--- src/rtl/dht_sensor_reader_param_if.sv ---
// ---------------------------------------------------------------------------
// dht_sensor_reader_param_if
// Bundle between the single-wire sensor reader and its surroundings: the
// command side that requests a read and collects the result, and the pin
// side (open-drain buffer) that carries the raw bus level in and the
// pull-low request out.
//
// Signals
//   start             request a read, 1-cycle pulse (ignored while busy)
//   sensor_in         raw bus level from the pad (asynchronous)
//   sensor_drive_low  1 = pull bus low, 0 = release to the pull-up
//   busy              transaction in progress
//   done              1-cycle pulse when a transaction finishes
//   error             final failure flag, valid with done, held until next start
//   error_code        0 none, 1 no response, 2 frame timeout, 3 checksum mismatch
//   attempts          attempts used by the last transaction
//   data              last good frame, first received bit in the MSB
//
// Modports
//   master : command decoder / pad side (drives start and sensor_in)
//   slave  : the reader itself
// ---------------------------------------------------------------------------
interface dht_sensor_reader_param_if #(
    parameter int NUM_BITS = 40
);
    logic                start;
    logic                sensor_in;
    logic                sensor_drive_low;
    logic                busy;
    logic                done;
    logic                error;
    logic [1:0]          error_code;
    logic [2:0]          attempts;
    logic [NUM_BITS-1:0] data;

    modport master (
        output start,
        output sensor_in,
        input  sensor_drive_low,
        input  busy,
        input  done,
        input  error,
        input  error_code,
        input  attempts,
        input  data
    );

    modport slave (
        input  start,
        input  sensor_in,
        output sensor_drive_low,
        output busy,
        output done,
        output error,
        output error_code,
        output attempts,
        output data
    );
endinterface

--- src/rtl/dht_sensor_reader_param.sv ---
// ---------------------------------------------------------------------------
// dht_sensor_reader_param
// Single-wire (DHT11/DHT22-class) sensor reader. On start it pulls the bus
// low for START_LOW_US, releases it, follows the sensor's response preamble
// and then decodes NUM_BITS pulse-width coded bits (high time longer than
// BIT_THRESH_US is a '1'). Any bus edge that does not arrive within
// TIMEOUT_US fails the attempt; failed attempts are retried up to
// MAX_RETRIES times with GUARD_US of idle bus in between.
//
// Timing is derived from a 1 us tick enable generated from the system clock;
// there is no derived clock.
//
// Optional feature: define CHECKSUM_VERIFY_EN to compare the last byte of the
// frame against the 8-bit sum of all preceding bytes. Without it every
// complete frame is accepted.
//
// Ports
//   clk   system clock
//   rst   asynchronous, active-high reset (releases the bus immediately)
//   dht   reader side of dht_sensor_reader_param_if (start/result/bus pins)
// ---------------------------------------------------------------------------
module dht_sensor_reader_param #(
    parameter int CLK_FREQ_HZ   = 50_000_000,
    parameter int NUM_BITS      = 40,
    parameter int START_LOW_US  = 19000,
    parameter int RELEASE_US    = 20,
    parameter int BIT_THRESH_US = 50,
    parameter int TIMEOUT_US    = 65000,
    parameter int GUARD_US      = 2000,
    parameter int MAX_RETRIES   = 2
) (
    input  logic                      clk,
    input  logic                      rst,
    dht_sensor_reader_param_if.slave  dht
);

    localparam int TICK_DIV  = CLK_FREQ_HZ / 1_000_000;
    localparam int DIV_W     = (TICK_DIV > 1) ? $clog2(TICK_DIV) : 1;
    localparam int CNT_W     = $clog2(NUM_BITS + 1);
    localparam int NUM_BYTES = NUM_BITS / 8;

    localparam logic [16:0] US_START   = 17'(START_LOW_US);
    localparam logic [16:0] US_RELEASE = 17'(RELEASE_US);
    localparam logic [16:0] US_THRESH  = 17'(BIT_THRESH_US);
    localparam logic [16:0] US_TIMEOUT = 17'(TIMEOUT_US);
    localparam logic [16:0] US_GUARD   = 17'(GUARD_US);

    // Attempts run 1..MAX_RETRIES+1. Testing "not yet at the last attempt"
    // by inequality keeps the loop bounded even when MAX_RETRIES+1 wraps the
    // 3-bit counter (MAX_RETRIES = 7).
    localparam logic [2:0] LAST_ATTEMPT = 3'(MAX_RETRIES + 1);

    typedef enum logic [3:0] {
        S_IDLE,
        S_START_LOW,
        S_RELEASE,
        S_RESP_LOW,
        S_RESP_HIGH,
        S_RESP_END,
        S_BIT_LOW,
        S_BIT_HIGH,
        S_CHECK,
        S_FAIL,
        S_GUARD,
        S_DONE
    } state_t;

    state_t state_reg;
    state_t state_next;

    logic [DIV_W-1:0]    div_reg;
    logic                tick;
    logic [1:0]          sync_reg;
    logic                bus_level;
    logic [16:0]         us_reg;
    logic                timeout;
    logic [NUM_BITS-1:0] shift_reg;
    logic [CNT_W-1:0]    bit_cnt_reg;
    logic                last_bit;
    logic [2:0]          attempt_reg;
    logic                error_reg;
    logic [1:0]          error_code_reg;
    logic [NUM_BITS-1:0] data_reg;
    logic                check_pass;

    logic drive_low_reg, busy_reg, done_reg;
    logic drive_low_next, busy_next, done_next;

    // -----------------------------------------------------------------------
    // 1 us tick: free-running divider, one-cycle enable per wrap.
    // -----------------------------------------------------------------------
    assign tick = (div_reg == DIV_W'(TICK_DIV - 1));

    always_ff @(posedge clk or posedge rst) begin
        if (rst) begin
            div_reg <= '0;
        end else if (tick) begin
            div_reg <= '0;
        end else begin
            div_reg <= div_reg + DIV_W'(1);
        end
    end

    // -----------------------------------------------------------------------
    // Bus synchroniser. Reset to the idle (pulled-up) level so the first
    // cycles after reset never look like a sensor response.
    // -----------------------------------------------------------------------
    always_ff @(posedge clk or posedge rst) begin
        if (rst) begin
            sync_reg <= 2'b11;
        end else begin
            sync_reg <= {sync_reg[0], dht.sensor_in};
        end
    end

    assign bus_level = sync_reg[1];

    // -----------------------------------------------------------------------
    // Microsecond counter: measures time spent in the current state.
    // -----------------------------------------------------------------------
    always_ff @(posedge clk or posedge rst) begin
        if (rst) begin
            us_reg <= '0;
        end else if (state_next != state_reg) begin
            us_reg <= '0;
        end else if (tick) begin
            us_reg <= us_reg + 17'd1;
        end
    end

    assign timeout  = (us_reg == US_TIMEOUT);
    assign last_bit = (bit_cnt_reg == CNT_W'(NUM_BITS - 1));

    // -----------------------------------------------------------------------
    // Frame check
    // -----------------------------------------------------------------------
`ifdef CHECKSUM_VERIFY_EN
    // Running 8-bit sum over the payload bytes, first received byte first.
    logic [7:0] psum [NUM_BYTES-1];

    generate
        for (genvar gi = 0; gi < NUM_BYTES - 1; gi++) begin : g_sum
            if (gi == 0) begin : g_first
                assign psum[gi] = shift_reg[NUM_BITS-1 -: 8];
            end else begin : g_rest
                assign psum[gi] = psum[gi-1] + shift_reg[NUM_BITS-1-8*gi -: 8];
            end
        end
    endgenerate

    assign check_pass = (psum[NUM_BYTES-2] == shift_reg[7:0]);
`else
    assign check_pass = 1'b1;
`endif

    // -----------------------------------------------------------------------
    // FSM: state register
    // -----------------------------------------------------------------------
    always_ff @(posedge clk or posedge rst) begin
        if (rst) begin
            state_reg <= S_IDLE;
        end else begin
            state_reg <= state_next;
        end
    end

    // -----------------------------------------------------------------------
    // FSM: next-state logic. A bus edge takes priority over a timeout
    // that expires in the same cycle.
    // -----------------------------------------------------------------------
    always_comb begin
        state_next = state_reg;
        case (state_reg)
            S_IDLE:      if (dht.start)              state_next = S_START_LOW;
            S_START_LOW: if (us_reg == US_START)     state_next = S_RELEASE;
            S_RELEASE:   if (us_reg == US_RELEASE)   state_next = S_RESP_LOW;
            S_RESP_LOW:  if (!bus_level)             state_next = S_RESP_HIGH;
                         else if (timeout)           state_next = S_FAIL;
            S_RESP_HIGH: if (bus_level)              state_next = S_RESP_END;
                         else if (timeout)           state_next = S_FAIL;
            S_RESP_END:  if (!bus_level)             state_next = S_BIT_LOW;
                         else if (timeout)           state_next = S_FAIL;
            S_BIT_LOW:   if (bus_level)              state_next = S_BIT_HIGH;
                         else if (timeout)           state_next = S_FAIL;
            S_BIT_HIGH:  if (!bus_level)             state_next = last_bit ? S_CHECK : S_BIT_LOW;
                         else if (timeout)           state_next = S_FAIL;
            S_CHECK:     state_next = check_pass ? S_DONE : S_FAIL;
            S_FAIL:      state_next = (attempt_reg != LAST_ATTEMPT) ? S_GUARD : S_DONE;
            S_GUARD:     if (us_reg == US_GUARD)     state_next = S_START_LOW;
            S_DONE:      state_next = S_IDLE;
            default:     state_next = S_IDLE;
        endcase
    end

    // -----------------------------------------------------------------------
    // FSM: output decode. Decoded from the next state and registered so the
    // pad control never glitches while the state vector changes.
    // -----------------------------------------------------------------------
    always_comb begin
        drive_low_next = (state_next == S_START_LOW);
        busy_next      = !(state_next inside {S_IDLE, S_DONE});
        done_next      = (state_next == S_DONE);
    end

    always_ff @(posedge clk or posedge rst) begin
        if (rst) begin
            drive_low_reg <= 1'b0;
            busy_reg      <= 1'b0;
            done_reg      <= 1'b0;
        end else begin
            drive_low_reg <= drive_low_next;
            busy_reg      <= busy_next;
            done_reg      <= done_next;
        end
    end

    // -----------------------------------------------------------------------
    // Datapath: shift register, bit count, attempts and result registers.
    // -----------------------------------------------------------------------
    always_ff @(posedge clk or posedge rst) begin
        if (rst) begin
            shift_reg      <= '0;
            bit_cnt_reg    <= '0;
            attempt_reg    <= '0;
            error_reg      <= 1'b0;
            error_code_reg <= 2'd0;
            data_reg       <= '0;
        end else begin
            if (state_reg == S_IDLE && dht.start) begin
                attempt_reg    <= 3'd1;
                error_reg      <= 1'b0;
                error_code_reg <= 2'd0;
            end

            // Each attempt starts with an empty frame.
            if (state_reg != S_START_LOW && state_next == S_START_LOW) begin
                shift_reg   <= '0;
                bit_cnt_reg <= '0;
            end

            if (state_reg == S_GUARD && state_next == S_START_LOW) begin
                attempt_reg <= attempt_reg + 3'd1;
            end

            // Falling edge ends the high phase; its length decides the bit.
            if (state_reg == S_BIT_HIGH && !bus_level) begin
                shift_reg   <= {shift_reg[NUM_BITS-2:0], (us_reg > US_THRESH)};
                bit_cnt_reg <= bit_cnt_reg + CNT_W'(1);
            end

            if (state_next == S_FAIL) begin
                case (state_reg)
                    S_RESP_LOW, S_RESP_HIGH: error_code_reg <= 2'd1;
                    S_CHECK:                 error_code_reg <= 2'd3;
                    default:                 error_code_reg <= 2'd2;
                endcase
            end

            // Success clears any code left over from earlier attempts.
            if (state_reg == S_CHECK && check_pass) begin
                data_reg       <= shift_reg;
                error_reg      <= 1'b0;
                error_code_reg <= 2'd0;
            end

            if (state_reg == S_FAIL && state_next == S_DONE) begin
                error_reg <= 1'b1;
            end
        end
    end

    assign dht.sensor_drive_low = drive_low_reg;
    assign dht.busy             = busy_reg;
    assign dht.done             = done_reg;
    assign dht.error            = error_reg;
    assign dht.error_code       = error_code_reg;
    assign dht.attempts         = attempt_reg;
    assign dht.data             = data_reg;

endmodule

--- src/flat_wrapper.sv ---
// flat-port wrapper written by rule: the top's interface ports become plain ports
module dht_sensor_reader_param_flat 
#(
    parameter int CLK_FREQ_HZ   = 50_000_000,
    parameter int NUM_BITS      = 40,
    parameter int START_LOW_US  = 19000,
    parameter int RELEASE_US    = 20,
    parameter int BIT_THRESH_US = 50,
    parameter int TIMEOUT_US    = 65000,
    parameter int GUARD_US      = 2000,
    parameter int MAX_RETRIES   = 2
)
  (clk, rst, dht_start, dht_sensor_in, dht_sensor_drive_low, dht_busy, dht_done, dht_error, dht_error_code, dht_attempts, dht_data);
  dht_sensor_reader_param_if #(.NUM_BITS(NUM_BITS)) dht_i ();
  input  logic clk;
  input  logic rst;
  input wire logic [$bits(dht_i.start)-1:0] dht_start;
  input wire logic [$bits(dht_i.sensor_in)-1:0] dht_sensor_in;
  output wire logic [$bits(dht_i.sensor_drive_low)-1:0] dht_sensor_drive_low;
  output wire logic [$bits(dht_i.busy)-1:0] dht_busy;
  output wire logic [$bits(dht_i.done)-1:0] dht_done;
  output wire logic [$bits(dht_i.error)-1:0] dht_error;
  output wire logic [$bits(dht_i.error_code)-1:0] dht_error_code;
  output wire logic [$bits(dht_i.attempts)-1:0] dht_attempts;
  output wire logic [$bits(dht_i.data)-1:0] dht_data;
  assign dht_i.start = dht_start;
  assign dht_i.sensor_in = dht_sensor_in;
  assign dht_sensor_drive_low = dht_i.sensor_drive_low;
  assign dht_busy = dht_i.busy;
  assign dht_done = dht_i.done;
  assign dht_error = dht_i.error;
  assign dht_error_code = dht_i.error_code;
  assign dht_attempts = dht_i.attempts;
  assign dht_data = dht_i.data;
  dht_sensor_reader_param #(.CLK_FREQ_HZ(CLK_FREQ_HZ), .NUM_BITS(NUM_BITS), .START_LOW_US(START_LOW_US), .RELEASE_US(RELEASE_US), .BIT_THRESH_US(BIT_THRESH_US), .TIMEOUT_US(TIMEOUT_US), .GUARD_US(GUARD_US), .MAX_RETRIES(MAX_RETRIES)) u_core (.clk(clk), .rst(rst), .dht(dht_i));
endmodule
--- config.mk ---
export PLATFORM = sky130hd
export DESIGN_NAME = dht_sensor_reader_param_flat
export DESIGN_NICKNAME = d
export VERILOG_FILES = /design/src/rtl/dht_sensor_reader_param_if.sv /design/src/rtl/dht_sensor_reader_param.sv /design/src/flat_wrapper.sv
export SDC_FILE = /design/constraint.sdc
export NUM_CORES = 1
export LEC_CHECK = 0
export CAP_MARGIN = 20
export CELL_PAD_IN_SITES_DETAIL_PLACEMENT = 1
export CELL_PAD_IN_SITES_GLOBAL_PLACEMENT = 1
export CORE_AREA = 4 4 160 116
export DETAILED_ROUTE_END_ITERATION = 8
export DIE_AREA = 0 0 164 120
export HOLD_SLACK_MARGIN = 0.05
export PLACE_DENSITY = 0.76
export SYNTH_ARGS = -nofsm -noshare
export SYNTH_HDL_FRONTEND = slang
export SYNTH_SLANG_ARGS = --single-unit
--- constraint.sdc ---
create_clock -name clk -period 4.05 [get_ports clk]
set_clock_uncertainty 0.1 [all_clocks]
set_input_delay 1.0125 -clock clk [delete_from_list [all_inputs] [get_ports clk]]
set_output_delay 1.0125 -clock clk [all_outputs]
set_load 0.01 [all_outputs]
==> metrics <==
run status completed; number of synthesized flops with an enable pin 0; initial core utilization 0.337; share of the clock period used by the worst path after layout 0.758; overall routed net length 15000 um; row count 40; Clock Tree Root sky130_fd_sc_hd__clkbuf_16; area of the core 16900 um2; type of the worst setup path reg2reg; worst skew pair latency 0.41 ns; first-pass GRT wire length 25500 um; setup repair bufs after CTS 0; via count of the first global-routing pass 4716; commonest non-fill, non-tap cell in the layout sky130_fd_sc_hd__dfrtp_1; hold bufs inserted after CTS 0; diode count 0; mean area per synthesized cell 10.7 um2; maximum number of pins on one net before global-route repair 86; worst-margin pin slew 1.02 ns; fraction of registers with async set/reset 1.00; power per unit of standard cell area 400 nW/um2; vertical die dimension 120 um; PostCTS Resize Cnt 0; leading cell types in the layout, fill and taps excluded sky130_fd_sc_hd__dfrtp_1 (122), sky130_fd_sc_hd__nand2_1 (100), sky130_fd_sc_hd__clkdlybuf4s50_1 (52), sky130_fd_sc_hd__a21oi_1 (45), sky130_fd_sc_hd__mux2_2 (41); Ports 53; antenna violations before repair 0; remaining global-route overflow 0; Synth cell types 55; Max Slew Vio Count 0; top fanout value on the critical path 17; buffers from clock root to sink, at most 2; Avg Vias per Cell 5.12; fraction of final layout cells sized beyond drive strength 1 0.173; final hold viol count 0; crit-path cells inv_1, ha_1, nand4b_4, or4_4, a41oi_2, nand3_2, nand2b_1, nor4bb_1; normalized max-slew margin 0.315; Static Leak 3.08 nW; Syn. warnings 0; type of element launching the critical path flop; flops & latches, synth 124; Post-layout nets 593; critical path endpoint category flop; final HPWL from detailed placement 10000 um; worst hold path type reg2reg; max capacitance violation total 0; setup TNS 0 ns; master of the slowest instance on the critical path sky130_fd_sc_hd__or4_4; global-route usage over all layers 0.162; Routability Congestion 0.850; setup violators final 0; number of remaining DRC errors 0; deepest level of the CTS H-tree 4; TritonCTS sink count 124; IR drop worst, VDD 243 uV; worst endpoint required time 4.23 ns; clk slew on worst S/H paths 0.06 ns; arrival time at the worst endpoint 3.25 ns; die area 19700 um2; IO buf count 52; Post-Synthesis Cells 534; f_max 326 MHz; count of routing violations after the opening detailed-route iteration 253; count of filler cells inserted in the layout 1930; core utilization of the finished layout 0.417; routed vias 4220; number of detailed-route iterations in the first pass 4; Seq/Total Area, Yosys 0.545; primary flip-flop cell chosen by synthesis mapping sky130_fd_sc_hd__dfrtp_1; number of buffers created by CTS 17; combined area of all synthesized cells 5700 um2; net count after synthesis 546; unrepaired setup endpoints after global routing false; Layout area overhead 23.9%; final antenna-violating net count 0; routed len/inst 18.2 um; total power 2.82 mW; clock tree from TritonCTS done; worst reg2reg setup slack 0.98 ns; Horiz. Die Dim 164 um; fin crit period 3.07 ns; slowest stage delay, CP 0.60 ns
## cells in the mapped netlist, types with 3 or more instances
cell,instances,area [um2]
sky130_fd_sc_hd__dfrtp_1,122,3050
sky130_fd_sc_hd__a21oi_1,45,225
sky130_fd_sc_hd__ha_1,8,100
sky130_fd_sc_hd__nand4b_1,3,26.3
sky130_fd_sc_hd__nor3_1,7,35.0
sky130_fd_sc_hd__nand4_1,13,81.3
sky130_fd_sc_hd__xor2_1,7,61.3
sky130_fd_sc_hd__buf_2,9,45.0
sky130_fd_sc_hd__nor2_1,19,71.3
sky130_fd_sc_hd__o21ai_0,8,40.0
sky130_fd_sc_hd__and4bb_2,10,125
sky130_fd_sc_hd__nand2_1,100,375
sky130_fd_sc_hd__nor4bb_1,6,60.1
sky130_fd_sc_hd__o22ai_1,3,18.8
sky130_fd_sc_hd__clkbuf_1,21,78.8
sky130_fd_sc_hd__nor2b_1,5,31.3
sky130_fd_sc_hd__xnor2_1,16,140
sky130_fd_sc_hd__mux2_2,41,462
sky130_fd_sc_hd__inv_1,15,56.3
sky130_fd_sc_hd__nand2b_1,9,56.3
sky130_fd_sc_hd__nor4_1,5,31.3
sky130_fd_sc_hd__nand3_1,13,65.1
sky130_fd_sc_hd__and3_1,6,37.5
## path summary, 6_finish.rpt
kind                                              startpoint                              endpoint  depth (start not counted)
max in group asynchronous                                rst  u_core.dht.error_code[0]$_DFFE_PP0P_                          3
worst min-delay path            u_core.sync_reg[0]$_DFF_PP1_          u_core.sync_reg[1]$_DFF_PP1_                          0
worst max register to register  u_core.us_reg[0]$_DFFE_PP0P_         u_core.us_reg[13]$_DFFE_PP0P_                          8
worst max-delay path            u_core.us_reg[0]$_DFFE_PP0P_         u_core.us_reg[13]$_DFFE_PP0P_                          8
min in group asynchronous                                rst       u_core.dht.data[16]$_DFFE_PP0P_                          2
worst min register to register  u_core.sync_reg[0]$_DFF_PP1_          u_core.sync_reg[1]$_DFF_PP1_                          0
## worst max-delay path, delay by kind of cell (launching register included)
kind | cells | cell delay [ns]
AOI/OAI and AO/OA | 1 | 0.24
adders and majority gates | 1 | 0.24
buffers and inverters | 1 | 0.14
DFF | 1 | 0.42
and+or+nand+nor | 5 | 1.80
## per-layer routing
metal	vias to the layer above	track usage	routed length, um
met2	84	0.271	7420
li1	1948	-	-
met5	-	0	0
met3	12	0.0340	595
met4	0	0.0456	150
met1	2176	0.212	6850
## kinds of logic (layout without fill, tap and decap cells)
| family | Yosys count | in the layout | share of synthesized area |
|---|---|---|---|
| flops | 124 | 124 | 0.545 |
| fa+ha+maj | 8 | 8 | 0.0176 |
| xor+xnor | 23 | 23 | 0.0354 |
| compound gates | 73 | 73 | 0.0751 |
| simple gates | 218 | 218 | 0.211 |
| buf+inv | 47 | 107 | 0.0349 |
| mux | 41 | 41 | 0.0811 |
## power breakdown
part / internal, mW / switching [mW] / leakage, nW
registers: 1.24 / 0.00162 / 1.67
logic: 0.00625 / 0.0268 / 1.13
clock network: 0.972 / 0.573 / 0.284
## cell type report
class,instances,area (um2),area share
repair buffers,60,593,0.0840
clock buffers,19,433,0.0613
well taps,231,289,0.0410
multi-input cells,363,2410,0.341
flip-flops and latches,124,3110,0.440
clock inverters,13,166,0.0236
inverters,15,60.1,0.00851
## through the flow
step / setup slack, ns / hold WS [ns] / std cells / cell area, um2
final: 0.979 / 0.256 / 825 / 7060
after global routing: 0.732 / 0.265 / 825 / 7060
after CTS: 0.950 / 0.257 / 825 / 7060
after detailed placement: 0.983 / 0.248 / 793 / 6460
after global placement: 1.10 / 0.247 / 793 / 6460
after floorplan: 1.35 / 0.245 / 534 / 5700
No activity file was read; power rests on OpenSTA's default activity.
